==> src/rtl/sw_systolic_array.sv <==
// sw_systolic_array
// Linear systolic array scoring one query against a streamed reference with
// Smith-Waterman local alignment (linear gap). PE j holds query base j;
// reference tokens walk the chain one PE per cycle, and bubbles (ref_valid low)
// travel as invalid tokens so scores do not depend on stall pattern.
//
// Ports:
//   clk, reset           clock, synchronous active-high reset
//   start                begin a job (only honoured in IDLE)
//   query, q_len         query bases (base j at [2j+1:2j]) and valid length
//   ref_len              reference length, 0..MAX_LEN
//   ref_base, ref_valid  streamed reference base and its valid
//   ref_ready            array takes a base this cycle
//   busy, done           job in progress / one-cycle completion pulse
//   best_score/i/j       best cell score and coordinates, held until next start
//
// Optional build macro SW_TRACE_EN adds trace_valid, trace_dir and trace_i,
// exposing each PE's per-token decision for external traceback storage.
//
// state    | meaning
// ---------+----------------------------------------------------------
// S_IDLE   | waiting for start
// S_LOAD   | latch job config, clear PE scores and max tracker
// S_STREAM | ref_ready high, accepting ref_len bases
// S_DRAIN  | last token walking the chain, max tracker settling
// S_DONE   | done pulse, results valid

module sw_systolic_array #(
   parameter int NUM_PE   = 4,
   parameter int SCORE_W  = 8,
   parameter int MAX_LEN  = 64,
   parameter int MATCH    = 2,
   parameter int MISMATCH = 1,
   parameter int GAP      = 1,
   localparam int QLW = $clog2(NUM_PE + 1),
   localparam int RLW = $clog2(MAX_LEN + 1),
   localparam int IW  = (MAX_LEN > 1) ? $clog2(MAX_LEN) : 1,
   localparam int JW  = $clog2(NUM_PE)
) (
   input  logic                clk,
   input  logic                reset,
   input  logic                start,
   input  logic [2*NUM_PE-1:0] query,
   input  logic [QLW-1:0]      q_len,
   input  logic [RLW-1:0]      ref_len,
   input  logic [1:0]          ref_base,
   input  logic                ref_valid,
   output logic                ref_ready,
   output logic                busy,
   output logic                done,
   output logic [SCORE_W-1:0]  best_score,
   output logic [IW-1:0]       best_i,
   output logic [JW-1:0]       best_j
`ifdef SW_TRACE_EN
   ,
   output logic [NUM_PE-1:0]    trace_valid,
   output logic [2*NUM_PE-1:0]  trace_dir,
   output logic [IW*NUM_PE-1:0] trace_i
`endif
);

   localparam logic [2:0] S_IDLE   = 3'd0;
   localparam logic [2:0] S_LOAD   = 3'd1;
   localparam logic [2:0] S_STREAM = 3'd2;
   localparam logic [2:0] S_DRAIN  = 3'd3;
   localparam logic [2:0] S_DONE   = 3'd4;

   localparam int SW = SCORE_W + 2;
   localparam logic signed [SW-1:0] S_MATCH = SW'(MATCH);
   localparam logic signed [SW-1:0] S_MIS   = SW'(MISMATCH);
   localparam logic signed [SW-1:0] S_GAP   = SW'(GAP);
   localparam logic signed [SW-1:0] S_MAX   = SW'((1 << SCORE_W) - 1);

   logic [2:0]          state_q;
   logic [2*NUM_PE-1:0] query_q;
   logic [QLW-1:0]      q_len_q;
   logic [RLW-1:0]      ref_len_q;
   logic [IW-1:0]       idx_q;
   logic [QLW-1:0]      drain_q;
   logic                accept;
   logic                last_acc;

   // token leaving PE j (i.e. processed by PE j at the last edge)
   logic               tv_q [NUM_PE];
   logic [IW-1:0]      ti_q [NUM_PE];
   logic [1:0]         tb_q [NUM_PE-1];
   logic [SCORE_W-1:0] h_q    [NUM_PE];
   logic [SCORE_W-1:0] diag_q [NUM_PE];

   logic               in_v [NUM_PE];
   logic [1:0]         in_b [NUM_PE];
   logic [IW-1:0]      in_i [NUM_PE];
   logic [SCORE_W-1:0] d_in [NUM_PE];
   logic [SCORE_W-1:0] l_in [NUM_PE];
   logic [SCORE_W-1:0] h_nx [NUM_PE];
   logic [1:0]         dir_nx [NUM_PE];
   logic signed [SW-1:0] sc, cd, cu, cl, cbest;

   logic [SCORE_W-1:0] m_s;
   logic [IW-1:0]      m_i;
   logic [JW-1:0]      m_j;

   assign accept    = ref_valid && (state_q == S_STREAM);
   assign last_acc  = (RLW'(idx_q) + RLW'(1)) == ref_len_q;
   assign ref_ready = (state_q == S_STREAM);
   assign busy      = (state_q != S_IDLE);
   assign done      = (state_q == S_DONE);

   always_ff @(posedge clk) begin
      if (reset) begin
         state_q   <= S_IDLE;
         query_q   <= '0;
         q_len_q   <= '0;
         ref_len_q <= '0;
         idx_q     <= '0;
         drain_q   <= '0;
      end else begin
         case (state_q)
            S_IDLE: if (start) state_q <= S_LOAD;
            S_LOAD: begin
               query_q   <= query;
               q_len_q   <= q_len;
               ref_len_q <= ref_len;
               idx_q     <= '0;
               state_q   <= (ref_len == '0) ? S_DONE : S_STREAM;
            end
            S_STREAM: if (accept) begin
               idx_q <= idx_q + 1'b1;
               if (last_acc) begin
                  state_q <= S_DRAIN;
                  // last token reaches the final PE after NUM_PE-1 edges, the
                  // tracker needs one more, then one cycle to leave DRAIN
                  drain_q <= QLW'(NUM_PE);
               end
            end
            S_DRAIN: begin
               if (drain_q == '0) state_q <= S_DONE;
               else               drain_q <= drain_q - 1'b1;
            end
            default: state_q <= S_IDLE;
         endcase
      end
   end

   // PE inputs: PE0 sees the stream directly with zero left/diag neighbours
   always_comb begin
      in_v[0] = accept;
      in_b[0] = ref_base;
      in_i[0] = idx_q;
      d_in[0] = '0;
      l_in[0] = '0;
      for (int j = 1; j < NUM_PE; j++) begin
         in_v[j] = tv_q[j-1];
         in_b[j] = tb_q[j-1];
         in_i[j] = ti_q[j-1];
         d_in[j] = diag_q[j-1];
         l_in[j] = h_q[j-1];
      end
   end

   // Cell update; ties resolve diag > up > left > zero by testing the
   // lowest-priority term first with >=.
   always_comb begin
      sc = '0; cd = '0; cu = '0; cl = '0; cbest = '0;
      for (int j = 0; j < NUM_PE; j++) begin
         sc = (in_b[j] == query_q[2*j +: 2]) ? S_MATCH : -S_MIS;
         cd = $signed({2'b00, d_in[j]}) + sc;
         cu = $signed({2'b00, h_q[j]}) - S_GAP;
         cl = $signed({2'b00, l_in[j]}) - S_GAP;
         cbest     = '0;
         dir_nx[j] = 2'b00;
         if (cl >= cbest) begin cbest = cl; dir_nx[j] = 2'b11; end
         if (cu >= cbest) begin cbest = cu; dir_nx[j] = 2'b10; end
         if (cd >= cbest) begin cbest = cd; dir_nx[j] = 2'b01; end
         h_nx[j] = (cbest > S_MAX) ? S_MAX[SCORE_W-1:0] : cbest[SCORE_W-1:0];
      end
   end

`ifdef SW_TRACE_EN
   logic [1:0] dir_q [NUM_PE];
`endif

   always_ff @(posedge clk) begin
      if (reset || state_q == S_LOAD) begin
         for (int j = 0; j < NUM_PE; j++) begin
            tv_q[j]   <= 1'b0;
            ti_q[j]   <= '0;
            h_q[j]    <= '0;
            diag_q[j] <= '0;
`ifdef SW_TRACE_EN
            dir_q[j]  <= 2'b00;
`endif
         end
         for (int j = 0; j < NUM_PE - 1; j++) tb_q[j] <= 2'b00;
      end else begin
         for (int j = 0; j < NUM_PE; j++) begin
            tv_q[j] <= in_v[j];
            ti_q[j] <= in_i[j];
            if (in_v[j]) begin
               diag_q[j] <= h_q[j];
               h_q[j]    <= h_nx[j];
`ifdef SW_TRACE_EN
               dir_q[j]  <= dir_nx[j];
`endif
            end
         end
         for (int j = 0; j < NUM_PE - 1; j++) tb_q[j] <= in_b[j];
      end
   end

`ifdef SW_TRACE_EN
   always_comb begin
      trace_valid = '0;
      trace_dir   = '0;
      trace_i     = '0;
      for (int j = 0; j < NUM_PE; j++) begin
         trace_valid[j]         = tv_q[j];
         trace_dir[2*j +: 2]    = dir_q[j];
         trace_i[IW*j +: IW]    = ti_q[j];
      end
   end
`endif

   // Scan in ascending j with strict compare: earlier cycle, then lower j wins
   always_comb begin
      m_s = best_score;
      m_i = best_i;
      m_j = best_j;
      for (int j = 0; j < NUM_PE; j++) begin
         if (tv_q[j] && (QLW'(j) < q_len_q) && (h_q[j] > m_s)) begin
            m_s = h_q[j];
            m_i = ti_q[j];
            m_j = JW'(j);
         end
      end
   end

   always_ff @(posedge clk) begin
      if (reset || state_q == S_LOAD) begin
         best_score <= '0;
         best_i     <= '0;
         best_j     <= '0;
      end else begin
         best_score <= m_s;
         best_i     <= m_i;
         best_j     <= m_j;
      end
   end

endmodule
==> config.mk <==
export PLATFORM = sky130hd
export DESIGN_NAME = sw_systolic_array
export DESIGN_NICKNAME = d
export VERILOG_FILES = /design/src/rtl/sw_systolic_array.sv
export SDC_FILE = /design/constraint.sdc
export NUM_CORES = 1
export LEC_CHECK = 0
export ABC_AREA = 1
export CAP_MARGIN = 20
export CORE_MARGIN = 2
export CORE_UTILIZATION = 45
export DETAILED_ROUTE_END_ITERATION = 8
export HOLD_SLACK_MARGIN = 0.15
export PLACE_DENSITY = 0.64
export SETUP_SLACK_MARGIN = 0.3
export SYNTH_ARGS = -nofsm -noshare
export SYNTH_HDL_FRONTEND = slang
export SYNTH_SLANG_ARGS = --single-unit
==> constraint.sdc <==
create_clock -name clk -period 12.4 [get_ports clk]
set_input_delay 1.86 -clock clk [delete_from_list [all_inputs] [get_ports clk]]
set_output_delay 1.86 -clock clk [all_outputs]
set_load 0.02 [all_outputs]
==> results by stage, run 1 <==
Final layout:
- The final standard cell count with taps included and fillers excluded is 1678.
- In the final layout, the share of cells above drive strength 1 is 0.0443.
- The layout-stage area growth over the synthesis result is 12.8%.
- The sequential cells in the finished layout cover a total of between 3000 and 4000 sq um.
- The final layout net count is approximately 1.5k.
- The number of antenna diodes in the final layout is 0.
- The library cell used most frequently in the layout, excluding fill and tap cells, is nand2_1.
- Leaving out fill and tap cells, the most frequent cells in the layout are 246 x nand2_1, 232 x inv_1, 135 x nor2_1, 128 x ha_1, 108 x o21ai_0.
- The multi-input combinational cells in the finished layout cover a total of roughly 5600 sq um.
- The layout filler cell count is between 2k and 2.5k.

Placed design:
- The number of placed instances, taps included, is 1646.
- The placer's final routability congestion estimate is between 0.8 and 0.9.
- Input and output buffers added on the ports amount to 42.
- The HPWL after detailed placement is 18400 um.

CTS:
- The number of buffers inserted for hold repair after clock tree synthesis is 0.
- The clock sink count is around 140.
- The number of buffers created by CTS is 17.
- In this run the clock root is driven by a clkbuf_16.
- The insertion delay of the later-clocked pin in the worst-skew pair is about 0.43 ns.
- The TritonCTS clock tree is done.
- Clock-pin slew was measured on the worst setup and hold paths at about 0.06 ns.
- Once the clock tree was built, the setup fixing pass inserted 0 buffers.
- Gates resized during post-CTS repair numbered 0.
- The number of buffers between clock root and the deepest sink is 2.
- The H-tree was split into 4 levels.

Setup path:
- Counting buffers and inverters, the worst setup path is 37 cells deep.
- The required time of the critical path is approximately 13 ns.
- Along the worst path, the maximum fanout reaches 28.
- Data on the critical path arrives at its endpoint at around 7.3 ns.
- Together, buffers and inverters on the worst path number 3.
- The largest single stage delay on the critical path is 0.58 ns.
- The kind of critical path is register to register.
- The slowest stage cell on the critical path is nand2_1.
- The worst setup path is captured at a register.
- The depth of the worst register-to-register path is 37.
- The type of element launching the critical path is a register.
- The cell class contributing the biggest share of worst-path delay is simple AND/OR/NAND/NOR gates.
- In this design, the critical path's most frequently occurring cell is nand2_1.

Floorplan:
- The cell row count is 54.
- The floorplan die height is between 150 and 200 um.
- The die covers about 23000 sq um.
- The effective utilization at floorplan is 0.457.
- The horizontal die dimension is 153 um.
- The area of the placeable core is between 20000 and 25000 sq um.
- The boundary pin count is between 40 and 50.

Synthesis:
- The synthesized area is around 9900 sq um.
- The sequential-to-total area share from yosys stat is 0.330.
- Counting flops with an async set or reset pin after synthesis yields a share of 0.
- Of the post-synthesis cell area, the dominant cell type holds 0.169.
- Yosys printed 0 warnings.
- Synthesis handed over a netlist of between 1k and 1.5k instances.
- The register bit total from synthesis is approximately 140.
- The leading register cell type out of synthesis is dfxtp_1.
- The synthesized design contains 56 enable-type register cells.
- Counting distinct cell types in the post-synthesis netlist gives 48.
- The mean instance size in the synthesized netlist is between 7 and 8 sq um.
- Ranked by total cell area, the synthesized netlist is headed by edfxtp_1 17%, dfxtp_1 16%, ha_1 16%.
- edfxtp_1 takes more of the synthesized area than any other cell.

Pwr:
- Of the total power, registers draw 0.194.
- Internal power comes to around 0.0016 W.
- In this run the static leakage power is ~5.3 nW.
- The combinational fraction of design power is 0.651.
- In this run the power spent charging and discharging nets is 0.00169 W.
- Dividing total power by cell area gives a power density of a little under 300 nW/um^2.
- Of the total power, the clock network draws 0.155.
- The fraction of power spent switching nets is 0.506.
- The peak supply drop is 0.000117 V.

Global routing:
- The via count of the first global-routing pass is ~8.1k.
- After global routing the overflow that remains totals 0.
- The total track usage is 0.203.
- The largest net degree at the start of global routing is 35.
- The global-route wire length before repair is approximately 39000 um.
- The initial antenna violation count is 0.

Routing:
- In this run, the number of DRC markers left after iteration 0 of detailed routing was 490.
- The vias per cell is about 5.1.
- The routed design has 23400 um of wire.
- The DRC violations left is 0.
- The post-route antenna net violation count is 0.
- Detailed routing inserted a total of approximately 8.6k vias.
- After detailed routing, the average wire length per cell comes to roughly 14 um.
- The number of search-and-repair iterations in the first detailed-routing pass is 5.

Timing:
- The portion of the clock cycle consumed by the worst path in the final layout is 0.562.
- For the finished layout, the period the worst path requires is around 7 ns.
- Setup repair after global routing left no endpoint under its margin.
- The count of final hold-check violations is 0.
- Setup violations remaining at the end of the flow were counted as 0.
- For the pin with the worst max-slew slack, the measured transition is 0.964 ns.
- Timing would allow up to approximately 140 MHz.
- Headroom to the max-slew limit came out at 0.349.
- In the final timing run, aggregate negative setup slack is 0 ns.
- The post-route clock skew is 0.0124 ns.
- The max-slew violation total from the final report is 0.

Job:
- Across the run, the number of max-cap violations was 0.

Hold path:
- The hold-critical path depth is 2.
- The tightest min-delay check is of the register to register type.

Status:
- The run finished with clean final reports.
[Yosys cell counts (all sizes together) (2+ instances only)]
cell type	n
inv	238
o211ai	3
nand2	253
ha	128
o31ai	10
nand3	40
o22ai	3
clkinv	3
edfxtp	56
clkbuf	23
nor3	15
or2	3
o21bai	7
o221ai	2
a21o	3
xor2	32
xnor2	16
o21a	7
nor4	4
a31oi	5
dfxtp	80
o32ai	2
or4	3
a21oi	108
nor2	137
o21ai	122
a21boi	3
buf	5
a211oi	10
nand4	19
[final timing paths]
check / startpoint / end / slack, ns
min reg2reg: ti_q[0][8] / ti_q[0][14] / 0.42
max: best_score[1] / best_j[0] / 5.43
min: ti_q[0][8] / ti_q[0][14] / 0.42
max reg2reg: best_score[1] / best_j[0] / 5.43
[sequential cells by signal, indices dropped and copies added (netlist names), 4 cells and up]
register and cells:
query_q 8, idx_q 6, h_q 32, tb_q 6, ti_q 24, best_i 6, tv_q 4, best_score 8
ref_len_q 7, diag_q 24
[metrics by stage]
step / power (W) / cell area (sq um) / worst slack [ns] / hold slack (ns) / util
after global routing: 0.00373 / 11200 / 4.75 / 0.441 / 0.515
after CTS: 0.00333 / 11200 / 5.49 / 0.425 / 0.515
final: 0.00333 / 11200 / 5.43 / 0.422 / 0.515
after floorplan: 0.00231 / 9950 / 6.72 / 0.408 / -
after detailed placement: 0.00280 / 10600 / 5.54 / 0.417 / 0.488
after global placement: 0.00276 / 10600 / 5.80 / 0.417 / 0.488
[worst min-delay path, stage by stage, from the launching register on]
cell	delay, ns
dfxtp_1	0.29
inv_1	0.05
nor2_1	0.04
[cell type report]
class | instances | area share
multi-input cells | 944 | 0.503
flip-flops and latches | 136 | 0.293
inverters | 241 | 0.0807
repair buffers | 45 | 0.0395
clock buffers | 18 | 0.0392
well taps | 280 | 0.0312
clock inverters | 14 | 0.0134
[per-layer routing]
layer	wire length (um)	up-vias	track usage	part of all wire
met5	0	-	0	0
met4	238	0	0.0494	0.010
met3	902	15	0.0361	0.039
met2	10800	126	0.346	0.46
met1	11500	3917	0.268	0.49
li1	-	4511	-	-
[logic make-up after synthesis]
kind of cell	after synthesis	share of synthesized area
xor gates and xnor gates	48	0.0423
buffers and inverters	269	0.103
AOI/OAI and AO/OA	289	0.163
adders and majority gates	128	0.161
other	1	0.000377
and+or+nand+nor	475	0.200
DFF	136	0.330
[power by group through the flow]
stage | Combinational, W | Clock, W | Sequential (W)
finish | 0.00217 | 0.000515 | 0.000647
global route | 0.00254 | 0.000539 | 0.000658
CTS | 0.00217 | 0.000521 | 0.000646
detailed placement | 0.00215 | 0 | 0.000655
global placement | 0.00210 | 0 | 0.000653
floorplan | 0.00169 | 0 | 0.000626
Note: power is estimated with default switching activity, not from simulation.
==> run 2: changes to the inputs <==
--- a/config.mk
+++ b/config.mk
@@ -11,7 +11,7 @@
 export CORE_UTILIZATION = 45
 export DETAILED_ROUTE_END_ITERATION = 8
 export HOLD_SLACK_MARGIN = 0.15
-export PLACE_DENSITY = 0.64
+export PLACE_DENSITY = 0.67
 export SETUP_SLACK_MARGIN = 0.3
 export SYNTH_ARGS = -nofsm -noshare
 export SYNTH_HDL_FRONTEND = slang
==> constraint.sdc (replaced) <==
create_clock -name clk -period 5.65 [get_ports clk]
set_input_delay 0.8475 -clock clk [delete_from_list [all_inputs] [get_ports clk]]
set_output_delay 0.8475 -clock clk [all_outputs]
set_load 0.02 [all_outputs]
==> results by stage, run 2 (synthesis gave the netlist of run 1 again) <==
Routing:
- The total vias in the final route is 9297 (was 8569).
- The detail-routed net length per standard cell was 15.1 um (was 14.0 um).
- The DRC violations left came to 0 (unchanged).
- The number of search-and-repair iterations in the first detailed-routing pass came to 5 (unchanged).
- The number of violations reported at the end of detailed-routing iteration 0 came to 543 (was 490).
- The post-route antenna net violation count was 0 (unchanged).
- The detailed-route wire length is 26600 um (was 23400 um).
- The vias per cell came to 5.28 (was 5.11).

CTS:
- The root buffer cell is clkbuf_16 (unchanged).
- The number of buffers created by CTS is 17 (unchanged).
- The number of buffers between clock root and the deepest sink came to 2 (unchanged).
- The insertion delay of the later-clocked pin in the worst-skew pair is 0.43 ns (about the same).
- The clock sink count came to 136 (unchanged).
- The clock transition at the registers of the reported paths is 0.07 ns (was 0.06 ns).
- The TritonCTS clock tree is done (unchanged).
- The H-tree level count is 4 (unchanged).
- The number of buffers inserted for hold repair after clock tree synthesis is 0 (unchanged).

Final layout:
- The layout filler cell count is 1961 (was 2175).
- The register bank with the most flops was h_q (unchanged).
- Leading registers by flop count: h_q (32), diag_q (24), ti_q (24) (unchanged).
- The layout-stage area growth over the synthesis result was 26.7% (was 12.8%).
- The leading cell type in the layout, fill and taps excluded is nand2_1 (unchanged).
- Commonest cells after routing, fill and taps aside: 222 x nand2_1, 217 x inv_1, 129 x nor2_1, 114 x ha_1, 99 x a21oi_1 (was 246 x nand2_1, 232 x inv_1, 135 x nor2_1, 128 x ha_1, 108 x o21ai_0).
- The final layout net count was 1620 (was 1537).
- The number of flip-flops under the largest register name is 32 (unchanged).
- The number of antenna cells inserted is 0 (unchanged).
- The fraction of final layout cells sized beyond drive strength 1 is 0.178 (was 0.0443).

Floorplan:
- The effective utilization at floorplan is 0.457 (unchanged).
- The boundary pin count is 43 (unchanged).
- The floorplan die height is 153 um (unchanged).
- The full die area is 23300 sq um (unchanged).
- The horizontal die dimension is 153 um (unchanged).
- The cell row count is 54 (unchanged).
- The area of the placeable core is 21800 sq um (unchanged).

Placed design:
- The quantity of I/O buffers inserted on ports is 42 (unchanged).
- The HPWL after detailed placement is 18400 um (about the same).
- The placer's final routability congestion estimate is 0.895 (was 0.883).
- The worst setup slack before clock tree synthesis was -0.0447 ns (was 5.54 ns).

Global routing:
- The largest net degree at the start of global routing is 36 (was 35).
- The via count of the first global-routing pass was 8482 (was 8142).
- The total track usage is 0.207 (was 0.203).
- The remaining global-route overflow is 0 (unchanged).
- The global-route wire length before repair is 40000 um (was 39100 um).
- The initial antenna violation count is 0 (unchanged).

Timing:
- The count of final hold-check violations came to 0 (unchanged).
- The final critical-path setup slack is 0.0146 ns (was 5.43 ns).
- The post-route clock skew came to 0.0113 ns (was 0.0124 ns).
- The maximum clock frequency is 177 MHz (was 143 MHz).
- The slew at the pin closest to its max-slew limit is 1.02 ns (was 0.964 ns).
- The clock period minus worst slack is 5.64 ns (was 6.97 ns).
- Setup repair after global routing missed its margin: true (was false).
- The final-layout setup total negative slack is 0 ns (unchanged).
- The portion of the clock cycle consumed by the worst path in the final layout is 0.997 (was 0.562).
- The setup-violating endpoint count in the final report is 0 (unchanged).
- The relative slew slack was 0.322 (was 0.349).
- The max-slew violation total from the final report is 0 (unchanged).

Setup path:
- The flop-to-flop setup slack was 0.01 ns (was 5.43 ns).
- The most common cell type on the critical path is nand2_1 (unchanged).
- The slowest stage cell on the critical path is dfxtp_1 (was nand2_1).
- The capturing point of the worst reg2reg path is best_i[1] (was best_j[0]).
- The required time of the critical path came to 5.96 ns (was 12.76 ns).
- The origin of the worst setup path is best_score[5] (was best_score[1]).
- The type of element launching the critical path is a register (unchanged).
- The delay of the slowest critical-path stage is 0.35 ns (was 0.58 ns).
- The maximum fanout encountered on the critical timing path was 7 (was 28).
- The startpoint of the most critical register-to-register path is best_score[5] (was best_score[1]).
- The critical path arrival is 5.95 ns (was 7.33 ns).
- The kind of critical path was register to register (unchanged).
- The critical path endpoint category was a register (unchanged).
- The depth of the worst register-to-register path was 39 (was 37).

Job:
- The total of max-cap violations was 0 (unchanged).

Hold path:
- The source of the worst hold timing path is ti_q[0][5] (was ti_q[0][8]).
- The worst hold path endpoint is ti_q[0][11] (was ti_q[0][14]).
- The class of the worst hold path was register to register (unchanged).
- The hold-critical path depth came to 2 (unchanged).

Status:
- Status: finished, final reports clean (unchanged).
==> run 2: cell types whose count changed in the layout (fill, tap and decap cells not counted), sizes merged, moves of 2 or more <==
cell	change
clkinv	-2
inv	+2
clkinvlp	+3
nand2	+2
buf	+79
==> run 2: area by class of cell <==
| type | count | area [sq um] | area share |
|---|---|---|---|
| Clock buffer | 17 | 425 | 0.0338 |
| Clock inverter | 15 | 150 | 0.0119 |
| Inverter | 241 | 915 | 0.0726 |
| Multi-Input combinational cell | 947 | 6360 | 0.505 |
| Sequential cell | 136 | 3290 | 0.261 |
| Tap cell | 280 | 350 | 0.0278 |
| Timing Repair Buffer | 124 | 1100 | 0.0873 |
| Timing Repair inverter | 1 | 7.51 | 0.000596 |
==> run 2: critical path, delay by kind of cell, from the launching register on <==
kind	cells	cell delay, ns
AO/OA/AOI/OAI	7	1.12
adder cells (fa/ha/maj)	4	1.16
buffers and inverters	5	0.66
flip-flops	1	0.35
AND/OR/NAND/NOR	23	2.21
==> run 2: what timing repair did <==
| action | CTS | global route |
|---|---|---|
| gates resized for setup | 16 | 190 |
| gates cloned | 1 | 4 |
| setup endpoints to repair | 24 | 40 |
| buffers inserted | 8 | 47 |
| hold endpoints to repair | 0 | 0 |
| pin swaps | 5 | 63 |
==> run 2: routing by layer <==
metal	vias up	share of wire	track usage
li1	4691	-	-
met1	4248	0.45	0.274
met2	297	0.46	0.339
met3	61	0.059	0.0424
met4	0	0.027	0.0705
met5	-	0	0
==> run 2: how the worst max path moves through the flow <==
stage	to	cells past startpoint
3_3_place_gp	best_j[0]	36
6_report	best_i[1]	39
3_5_place_dp	best_j[0]	36
5_1_grt	best_i[5]	42
4_1_cts	h_q[0][13]	36
2_1_floorplan	best_i[2]	38
==> run 2: per-stage QoR <==
| step | utilization | hold WS [ns] | area (sq um) | cells |
|---|---|---|---|---|
| after global routing | 0.579 | 0.434 | 12600 | 1761 |
| final | 0.579 | 0.421 | 12600 | 1761 |
| after global placement | 0.496 | 0.413 | 10800 | 1669 |
| after floorplan | - | 0.408 | 9960 | 1349 |
| after detailed placement | 0.496 | 0.416 | 10800 | 1669 |
| after CTS | 0.528 | 0.426 | 11500 | 1710 |
Power of run 2 is left out: the tool's default activity adds up to more than one toggle a clock period on the data nets, which glitch-free logic cannot reach.
==> run 3: changes to the inputs <==
--- a/config.mk
+++ b/config.mk
@@ -9,6 +9,7 @@
 export CAP_MARGIN = 20
 export CORE_MARGIN = 2
 export CORE_UTILIZATION = 45
+export CTS_CLUSTER_DIAMETER = 80
 export DETAILED_ROUTE_END_ITERATION = 8
 export HOLD_SLACK_MARGIN = 0.15
 export PLACE_DENSITY = 0.67
==> results of run 3 <==
Final layout, timing and power as in run 2 (identical DEF).
Power of run 3 is left out for the same reason.
